## src/rtl/seq_mon_pkg.sv

```systemverilog
// Shared types and default parameters for the sequence-hit window monitor.
package seq_mon_pkg;

  typedef enum logic [0:0] {
    IDLE = 1'b0,
    RUN  = 1'b1
  } mon_state_e;

  localparam int DEF_WINDOW_LEN = 64;
  localparam int DEF_CNT_W      = 8;
  localparam int DEF_THRESH     = 4;

  // Width of a cycle counter that must reach n-1.
  function automatic int cyc_width(input int n);
    return (n > 2) ? $clog2(n) : 1;
  endfunction

endpackage

```

## src/rtl/seq_hit_window_monitor_if.sv

```systemverilog
// Report channel: one window result offered under valid/ready.
interface seq_hit_window_monitor_if #(
  parameter int CNT_W = 8
) ();
  logic             rpt_valid;
  logic             rpt_ready;
  logic [CNT_W-1:0] rpt_count;
  logic             rpt_alarm;

  modport master (output rpt_valid, output rpt_count, output rpt_alarm, input rpt_ready);
  modport slave  (input rpt_valid, input rpt_count, input rpt_alarm, output rpt_ready);
endinterface

```

## src/rtl/seq_mon_report_slot.sv

```systemverilog
// One-entry valid/ready holding register; contents never change while valid and not taken.
module seq_mon_report_slot #(
  parameter int DATA_W = 9
) (
  input  logic              clk,
  input  logic              reset,
  input  logic              load,
  input  logic [DATA_W-1:0] load_data,
  input  logic              ready,
  output logic              valid,
  output logic [DATA_W-1:0] data,
  output logic              can_load
);

  assign can_load = ~valid | ready;

  // Slot register: load wins over drain, so a same-cycle take-and-refill keeps valid high.
  always_ff @(posedge clk) begin
    if (reset) begin
      valid <= 1'b0;
      data  <= '0;
    end else if (load && can_load) begin
      valid <= 1'b1;
      data  <= load_data;
    end else if (valid && ready) begin
      valid <= 1'b0;
    end
  end

endmodule

```

## src/rtl/seq_hit_window_monitor.sv

```systemverilog
// Counts detector pulses over back-to-back fixed windows and reports count plus alarm per window.
module seq_hit_window_monitor
  import seq_mon_pkg::*;
#(
  parameter int WINDOW_LEN = DEF_WINDOW_LEN,
  parameter int CNT_W      = DEF_CNT_W,
  parameter int THRESH     = DEF_THRESH
) (
  input  logic clk,
  input  logic reset,
  input  logic en,
  input  logic hit,
  input  logic clr_dropped,
  output logic dropped,
  seq_hit_window_monitor_if.master rpt
);

  localparam int               CYC_W    = cyc_width(WINDOW_LEN);
  localparam logic [CYC_W-1:0] LAST_CYC = CYC_W'(WINDOW_LEN - 1);
  localparam logic [CNT_W-1:0] CNT_MAX  = '1;

  mon_state_e       state_r, state_s;
  logic [CYC_W-1:0] cyc_r, cyc_s;
  logic [CNT_W-1:0] hit_cnt_r, hit_cnt_s, final_s;
  logic             win_end_s, alarm_s, load_s, drop_s, can_load_s, dropped_r;
  logic [CNT_W:0]   slot_in_s, slot_q_s;

  function automatic logic [CNT_W-1:0] sat_inc(input logic [CNT_W-1:0] v, input logic inc);
    if (inc && (v != CNT_MAX)) begin
      return v + CNT_W'(1'b1);
    end else begin
      return v;
    end
  endfunction

  // Next-state, window position and hit accumulation; final_s already includes this cycle's hit.
  always_comb begin
    state_s   = state_r;
    cyc_s     = cyc_r;
    hit_cnt_s = hit_cnt_r;
    win_end_s = 1'b0;
    final_s   = sat_inc(hit_cnt_r, hit);
    case (state_r)
      IDLE: begin
        if (en) begin
          state_s   = RUN;
          cyc_s     = CYC_W'(1'b1);
          hit_cnt_s = final_s;
        end else begin
          cyc_s     = '0;
          hit_cnt_s = '0;
        end
      end
      RUN: begin
        if (!en) begin
          state_s   = IDLE;
          cyc_s     = '0;
          hit_cnt_s = '0;
        end else if (cyc_r == LAST_CYC) begin
          win_end_s = 1'b1;
          cyc_s     = '0;
          hit_cnt_s = '0;
        end else begin
          cyc_s     = cyc_r + CYC_W'(1'b1);
          hit_cnt_s = final_s;
        end
      end
      default: begin
        state_s   = IDLE;
        cyc_s     = '0;
        hit_cnt_s = '0;
      end
    endcase
  end

  assign alarm_s   = ($unsigned(32'(final_s)) >= $unsigned(32'(THRESH)));
  assign load_s    = win_end_s & can_load_s;
  assign drop_s    = win_end_s & ~can_load_s;
  assign slot_in_s = {alarm_s, final_s};

  // Window state and sticky drop flag; a drop in the same cycle as a clear leaves the flag set.
  always_ff @(posedge clk) begin
    if (reset) begin
      state_r   <= IDLE;
      cyc_r     <= '0;
      hit_cnt_r <= '0;
      dropped_r <= 1'b0;
    end else begin
      state_r   <= state_s;
      cyc_r     <= cyc_s;
      hit_cnt_r <= hit_cnt_s;
      if (drop_s) begin
        dropped_r <= 1'b1;
      end else if (clr_dropped) begin
        dropped_r <= 1'b0;
      end
    end
  end

  seq_mon_report_slot #(
    .DATA_W (CNT_W + 1)
  ) u_slot (
    .clk       (clk),
    .reset     (reset),
    .load      (load_s),
    .load_data (slot_in_s),
    .ready     (rpt.rpt_ready),
    .valid     (rpt.rpt_valid),
    .data      (slot_q_s),
    .can_load  (can_load_s)
  );

  assign rpt.rpt_count = slot_q_s[CNT_W-1:0];
  assign rpt.rpt_alarm = slot_q_s[CNT_W];
  assign dropped       = dropped_r;

endmodule
```

## src/flat_wrapper.sv

```systemverilog
// flat-port wrapper written by rule: the top's interface ports become plain ports
module seq_hit_window_monitor_flat import seq_mon_pkg::*;
#(
  parameter int WINDOW_LEN = DEF_WINDOW_LEN,
  parameter int CNT_W      = DEF_CNT_W,
  parameter int THRESH     = DEF_THRESH
)
  (clk, reset, en, hit, clr_dropped, dropped, rpt_rpt_valid, rpt_rpt_count, rpt_rpt_alarm, rpt_rpt_ready);
  seq_hit_window_monitor_if #(.CNT_W(CNT_W)) rpt_i ();
  input  logic clk;
  input  logic reset;
  input  logic en;
  input  logic hit;
  input  logic clr_dropped;
  output logic dropped;
  output wire logic [$bits(rpt_i.rpt_valid)-1:0] rpt_rpt_valid;
  output wire logic [$bits(rpt_i.rpt_count)-1:0] rpt_rpt_count;
  output wire logic [$bits(rpt_i.rpt_alarm)-1:0] rpt_rpt_alarm;
  input wire logic [$bits(rpt_i.rpt_ready)-1:0] rpt_rpt_ready;
  assign rpt_rpt_valid = rpt_i.rpt_valid;
  assign rpt_rpt_count = rpt_i.rpt_count;
  assign rpt_rpt_alarm = rpt_i.rpt_alarm;
  assign rpt_i.rpt_ready = rpt_rpt_ready;
  seq_hit_window_monitor #(.WINDOW_LEN(WINDOW_LEN), .CNT_W(CNT_W), .THRESH(THRESH)) u_core (.clk(clk), .reset(reset), .en(en), .hit(hit), .clr_dropped(clr_dropped), .dropped(dropped), .rpt(rpt_i));
endmodule
```

## config.mk

```make
export PLATFORM = sky130hd
export DESIGN_NAME = seq_hit_window_monitor_flat
export DESIGN_NICKNAME = d
export VERILOG_FILES = /design/src/rtl/seq_mon_pkg.sv /design/src/rtl/seq_hit_window_monitor_if.sv /design/src/rtl/seq_mon_report_slot.sv /design/src/rtl/seq_hit_window_monitor.sv /design/src/flat_wrapper.sv
export SDC_FILE = /design/constraint.sdc
export NUM_CORES = 1
export LEC_CHECK = 0
export CAP_MARGIN = 15
export CELL_PAD_IN_SITES_DETAIL_PLACEMENT = 1
export CELL_PAD_IN_SITES_GLOBAL_PLACEMENT = 1
export CORE_MARGIN = 8
export CORE_UTILIZATION = 35
export CTS_CLUSTER_SIZE = 40
export DETAILED_ROUTE_END_ITERATION = 8
export PLACE_DENSITY = 0.82
export SLEW_MARGIN = 10
export SYNTH_ARGS = -nofsm -noshare
export SYNTH_HDL_FRONTEND = slang
export SYNTH_SLANG_ARGS = --single-unit
```

## constraint.sdc

```tcl
create_clock -name clk -period 1.45 [get_ports clk]
set_clock_uncertainty 0.1 [all_clocks]
set_input_delay 0.435 -clock clk [delete_from_list [all_inputs] [get_ports clk]]
set_output_delay 0.435 -clock clk [all_outputs]
set_load 0.05 [all_outputs]
```

* Yosys cells after proc, flatten, opt, wreduce, memory -nomap -nowiden
Index checks and enable logic that the tools add are counted.
** Operators by class
- Add/subtract/negate cells :: 2
- Order comparisons :: 1
- Eq/ne operators :: 2
- Muxes and demuxes :: 17
- Bitwise logic cells :: 6
- Reduce and logical (&&, ||, !) cells :: 5
** Operator list (count)
- $mux W8 :: 4
- $pmux W8 S2 :: 1
- $mux W6 :: 2
- $pmux W6 S2 :: 1
- $mux W1 :: 9
- $add A8 B1 Y8 const B :: 1
- $ge A8 B3 Y1 const B :: 1
- $ne A8 B8 Y1 const B :: 1
- $add A6 B1 Y6 const B :: 1
- $eq A6 B6 Y1 const B :: 1
- $reduce_bool A2 Y1 :: 2
- $logic_and A1 B1 Y1 :: 3
- $not A1 Y1 :: 3
- $and A1 B1 Y1 :: 2
- $or A1 B1 Y1 :: 1
** Word-level totals
- Flip-flop bits (word level) :: 26
- Input bits :: 6
- Output and inout bits :: 11
- Logic and storage cells :: 39

* Longest topological paths before layout
- Word-level depth :: 7
- Depth in mapped cells :: 6

* By module
From an unflattened synthesis, not the netlist that was laid out.
** Second synthesis, totals
- Cells, all modules :: 135
- Area total of the unflattened synthesis :: 1282.5 um2
** By module, submodules not included
- seq_hit_window_monitor :: times used 1, cells each 90, area each 812.0 um2, sequential area each 320.3 um2
- seq_mon_report_slot :: times used 1, cells each 45, area each 470.5 um2, sequential area each 200.2 um2

* Worst setup path before layout
OpenSTA, ideal clock, no wires.
- Path type :: register to register
- Start point :: register u_core.u_slot.valid
- End point :: register u_core.u_slot.data[1]
- Setup time :: 0.132 ns
- Data arrival time :: 1.329 ns
- Data required time :: 1.218 ns
- Path slack :: -0.112 ns
- Cell stages (with the launch flop) :: 6
- Period minus slack after synthesis :: 1.562 ns
- Path through :: dfxtp_1 nor2b_1 nor3_4 buf_6 nor2_1 a211oi_2
** On the way
- Cells in the longest elaborated chain, start to end :: 4
** Ends and longest elaborated chain
- start, declared :: RTL line seq_mon_report_slot.sv:10 : output logic valid,
- start signal, assigned :: RTL line seq_mon_report_slot.sv:20 : valid <= 1'b0;
- start signal, assigned :: RTL line seq_mon_report_slot.sv:23 : valid <= 1'b1;
- start signal, assigned :: RTL line seq_mon_report_slot.sv:26 : valid <= 1'b0;
- $not A1 Y1 * :: RTL line seq_mon_report_slot.sv:15 : assign can_load = ~valid | ready;
- $or A1 B1 Y1 * :: RTL line seq_mon_report_slot.sv:15
- $and A1 B1 Y1 :: RTL line seq_hit_window_monitor.sv:77 : assign load_s = win_end_s & can_load_s;
- $logic_and A1 B1 Y1 * :: RTL line seq_mon_report_slot.sv:22 : end else if (load && can_load) begin
- end signal, assigned :: RTL line seq_mon_report_slot.sv:24 : data <= load_data;
- end, declared :: RTL line seq_mon_report_slot.sv:11 : output logic [DATA_W-1:0] data,
Mark *: on every way between the ends. The rest lies on a longest branch, timed or not.
A chain may end at the register's enable or synchronous reset.

* Final worst setup path
- Start point :: register u_core.hit_cnt_r[0]
- End point :: register u_core.u_slot.data[1]
** On the way
- Cells in the longest elaborated chain, start to end :: 3
** Ends and longest elaborated chain
- start, declared :: RTL line seq_hit_window_monitor.sv:24 : logic [CNT_W-1:0] hit_cnt_r, hit_cnt_s, final_s;
- start signal, assigned :: RTL line seq_hit_window_monitor.sv:91 : hit_cnt_r <= hit_cnt_s;
- branches (longest 2 deep; another with $add A8 B1 Y8)
- $mux W8 * :: RTL line seq_hit_window_monitor.sv:29 : if (inc && (v != CNT_MAX)) begin
Mark *: on every way between the ends.

==> impl_table.tex <==
\begin{tabular}{lr}
\hline
Metric & Value \\
\hline
\multicolumn{2}{l}{\textbf{Outcome}} \\
Result of the run & complete, but fails checks \\
Failing checks & negative setup slack \\
\multicolumn{2}{l}{\textbf{Logic synthesis}} \\
Yosys warning count & 0 \\
Dominant register cell in the synthesized netlist & dfxtp\_1 \\
Part of the Yosys area used for sequential elements & 45.6\% \\
Post-synthesis instance total & 127 \\
Post-synth net total & 135 \\
Share of the synthesized area in the top cell type & 45.6\% \\
Count of unique library cells instantiated by Yosys & 30 \\
Fraction of registers with async set or reset after synthesis & 0\% \\
Commonest cells in the synthesized netlist & dfxtp\_1, nor2\_1, nand2\_1 \\
Per-instance average area after synthesis & 8.98 sq um \\
Most repeated cell in the gate-level netlist after synthesis & dfxtp\_1 \\
Mapped Area & 1140 sq um \\
Synth top area cells & dfxtp\_1, nor2\_1, mux2i\_1 \\
Post-synthesis cell type with the largest combined area & dfxtp\_1 \\
Number of flip-flops and latches in the synthesized netlist & 26 \\
Count of flip-flops with a built-in enable after synthesis & 0 \\
\multicolumn{2}{l}{\textbf{GRT}} \\
Residual overflow from global routing & 0 \\
Tot GR Track Use & 13.6\% \\
First-pass GRT wire length & 5720 um \\
Largest net degree at the start of global routing & 15 \\
Initial antenna violation count & 0 \\
Via count of the first global-routing pass & 1200 \\
\multicolumn{2}{l}{\textbf{Worst setup path}} \\
Crit path capture type & register \\
Worst Path Arrival & 1.65 ns \\
Biggest cell delay along the critical path & 0.38 ns \\
Slowest cell on the critical path & dfxtp\_2 \\
Kind of start point of the critical path & register \\
Critical Setup Path Class & reg -> reg \\
List of cells traversed by the critical path & ha\_4, nand4\_1, o21ai\_2, mux2i\_2, a211oi\_2 \\
Data required time of the worst path & 1.59 ns \\
Largest fanout on the critical path & 5 \\
Register-to-Register Path Depth & 5 \\
\multicolumn{2}{l}{\textbf{Timing}} \\
Final setup fails & 5 \\
Setup repair after global routing missed its margin & yes \\
Final period demand of the worst path & 1.51 ns \\
Number of max-slew violations in the final report & 0 \\
Final Cycle Share & 104\% \\
Actual slew at the worst max-slew pin & 0.297 ns \\
Max transition margin & 80.1\% \\
Minimum setup slack in the final design & -0.0624 ns \\
Final-report hold violation count & 0 \\
Max Clock Freq & 661 MHz \\
\multicolumn{2}{l}{\textbf{Placed design}} \\
Setup slack after placement & -0.519 ns \\
Detailed Place HPWL & 2480 um \\
Post-Place Cell Area & 1630 sq um \\
RD Place Congestion & 0.843 \\
Total of buffers placed on input and output ports & 16 \\
\multicolumn{2}{l}{\textbf{Detailed routing}} \\
Antenna viol nets, final & 0 \\
Residual DRC & 0 \\
Routed via count divided by cell count & 5.06 \\
WL per Instance & 15.9 um \\
Detailed Route Iter0 Violations & 53 \\
Via count & 1072 \\
Post-Route WL & 3380 um \\
Pre-Repair DR Iteration Count & 4 \\
\multicolumn{2}{l}{\textbf{Pwr}} \\
Internal power & 916 uW \\
Power density over the cells & 654 nW/um\^{}2 \\
Switching portion of total power & 22.0\% \\
Part of the total power dissipated in the clock network & 31.8\% \\
Portion of total power attributed to combinational logic & 6.6\% \\
Power consumption & 1.17 mW \\
Worst vdd ir & 0.566 mV \\
Seq pwr share & 61.6\% \\
Leakage power & 0.659 nW \\
Net switching power & 258 uW \\
\multicolumn{2}{l}{\textbf{Min path}} \\
Class of the tightest hold or removal check & in -> reg \\
Worst Hold Depth & 4 \\
\multicolumn{2}{l}{\textbf{Floorplanning}} \\
Die Width & 73.1 um \\
Number of placed I/O pins & 17 \\
Starting utilization of the core area & 37.1\% \\
Floorplan die area & 5340 sq um \\
Core Rows & 20 \\
Floorplan die height & 73.1 um \\
Core outline area & 3080 sq um \\
\multicolumn{2}{l}{\textbf{Flow run}} \\
Max Cap Violations & 0 \\
\multicolumn{2}{l}{\textbf{Clock tree}} \\
CTS Root Cell & clkbuf\_4 \\
Clock network latency to the later pin of the worst-skew pair & 0.33 ns \\
Clock tree sinks & 26 \\
Number of buffers created by CTS & 3 \\
Reg clk slew, reported paths & 0.14 ns \\
Clock buffer depth & 2 \\
H-tree Lvls & 1 \\
CTS tree & done \\
\multicolumn{2}{l}{\textbf{Final layout}} \\
Net count reported at finish & 177 \\
Final-layout fill cell count & 353 \\
Final Cell Area & 1790 sq um \\
Fraction of final layout cells with drive strength greater than 1 & 47.0\% \\
Diode count & 0 \\
Layout-stage area growth over the synthesis result & 57.2\% \\
\hline
\end{tabular}
==> critical path: cells and delay by family (launching register included) <==
kind	cells	cell delay, ns
DFF	1	0.38
adders and majority gates	1	0.16
and+or+nand+nor	1	0.14
AOI/OAI and AO/OA	2	0.33
muxes	1	0.30
==> registers in the layout, indices dropped and copies added (netlist names) <==
signal               cells
u_core.u_slot.data       9
u_core.hit_cnt_r         8
u_core.cyc_r             6
u_core.dropped           1
u_core.state_r           1
u_core.u_slot.valid      1
==> final timing paths <==
kind | slack [ns] | from | to
worst max-delay path | -0.06 | u_core.hit_cnt_r[0] | u_core.u_slot.data[1]
worst min-delay path | 0.38 | rpt_rpt_ready | u_core.dropped
worst max register to register | -0.06 | u_core.hit_cnt_r[0] | u_core.u_slot.data[1]
worst min register to register | 0.42 | u_core.u_slot.data[7] | u_core.u_slot.data[7]
==> layout by cell type (no fill, tap or decap), types with 2 or more instances in the layout <==
master and count:
nor2_1 21, buf_4 21, dfxtp_2 18, buf_12 11, nand2_1 10, nand2b_1 7
dfxtp_1 7, nand3_1 6, o22ai_1 4, nand4_1 3, mux2i_2 3, a211oi_2 3
xor2_1 3, nor3_1 3, xnor2_1 3, nor2_2 3, clkbuf_4 3, nand3_2 2
nor2b_1 2, o21ai_0 2, mux2i_1 2, a21oi_1 2, ha_4 2, clkdlybuf4s50_1 2
dlygate4sd2_1 2, buf_6 2
==> per-layer routing <==
| metal | vias up | track usage [%] | wire length [um] | share of wire, % |
|---|---|---|---|---|
| li1 | 533 | - | - | - |
| met1 | 521 | 14.6 | 1460 | 43 |
| met2 | 15 | 25.7 | 1790 | 53 |
| met3 | 3 | 2.06 | 75 | 2.2 |
| met4 | 0 | 5.33 | 44 | 1.3 |
| met5 | - | 0 | 0 | 0 |
==> layout make-up <==
| type | instances | area (sq um) | area share, % |
|---|---|---|---|
| sequential | 26 | 547 | 30.5 |
| clock buffer | 4 | 36.3 | 2.02 |
| inverter | 1 | 3.75 | 0.209 |
| multi-input combinational | 98 | 702 | 39.1 |
| tap | 44 | 55.1 | 3.07 |
| timing repair buffer | 39 | 450 | 25.1 |
==> power by group through the flow <==
stage | Sequential, mW | Clock (mW) | Combinational, mW
final | 0.723 | 0.373 | 0.0779
after global routing | 0.724 | 0.407 | 0.0838
after floorplan | 0.740 | 0 | 0.0222
after CTS | 0.726 | 0.378 | 0.0778
after global placement | 0.738 | 0 | 0.0716
after detailed placement | 0.739 | 0 | 0.0744
==> what timing repair did <==
item,CTS,global route
setup endpoints to repair,16,22
hold buffers,0,0
buffers inserted,2,0
pin swaps,12,9
gates resized for setup,21,21
==> stage by stage <==
| stage | setup TNS (ns) | hold WS [ns] | std cells | utilization (%) |
|---|---|---|---|---|
| after global routing | -0.947 | 0.401 | 212 | 58.3 |
| after global placement | -7.16 | 0.417 | 207 | 52.9 |
| after detailed placement | -8.37 | 0.424 | 207 | 52.9 |
| after floorplan | 0 | 0.338 | 127 | - |
| after CTS | -0.237 | 0.448 | 212 | 56.7 |
| final | -0.170 | 0.384 | 212 | 58.3 |
==> kinds of logic (layout without fill, tap and decap cells) <==
| logic type | count (synthesis) | count (layout) | synth area share, % |
|---|---|---|---|
| and+or+nand+nor | 66 | 66 | 29.6 |
| DFF | 26 | 26 | 45.6 |
| AOI/OAI and AO/OA | 19 | 19 | 12.0 |
| xor gates and xnor gates | 6 | 6 | 4.61 |
| muxes | 5 | 5 | 4.39 |
| buffers and inverters | 3 | 44 | 1.64 |
| adders and majority gates | 2 | 2 | 2.19 |
Power figures use the tool's default switching activity.
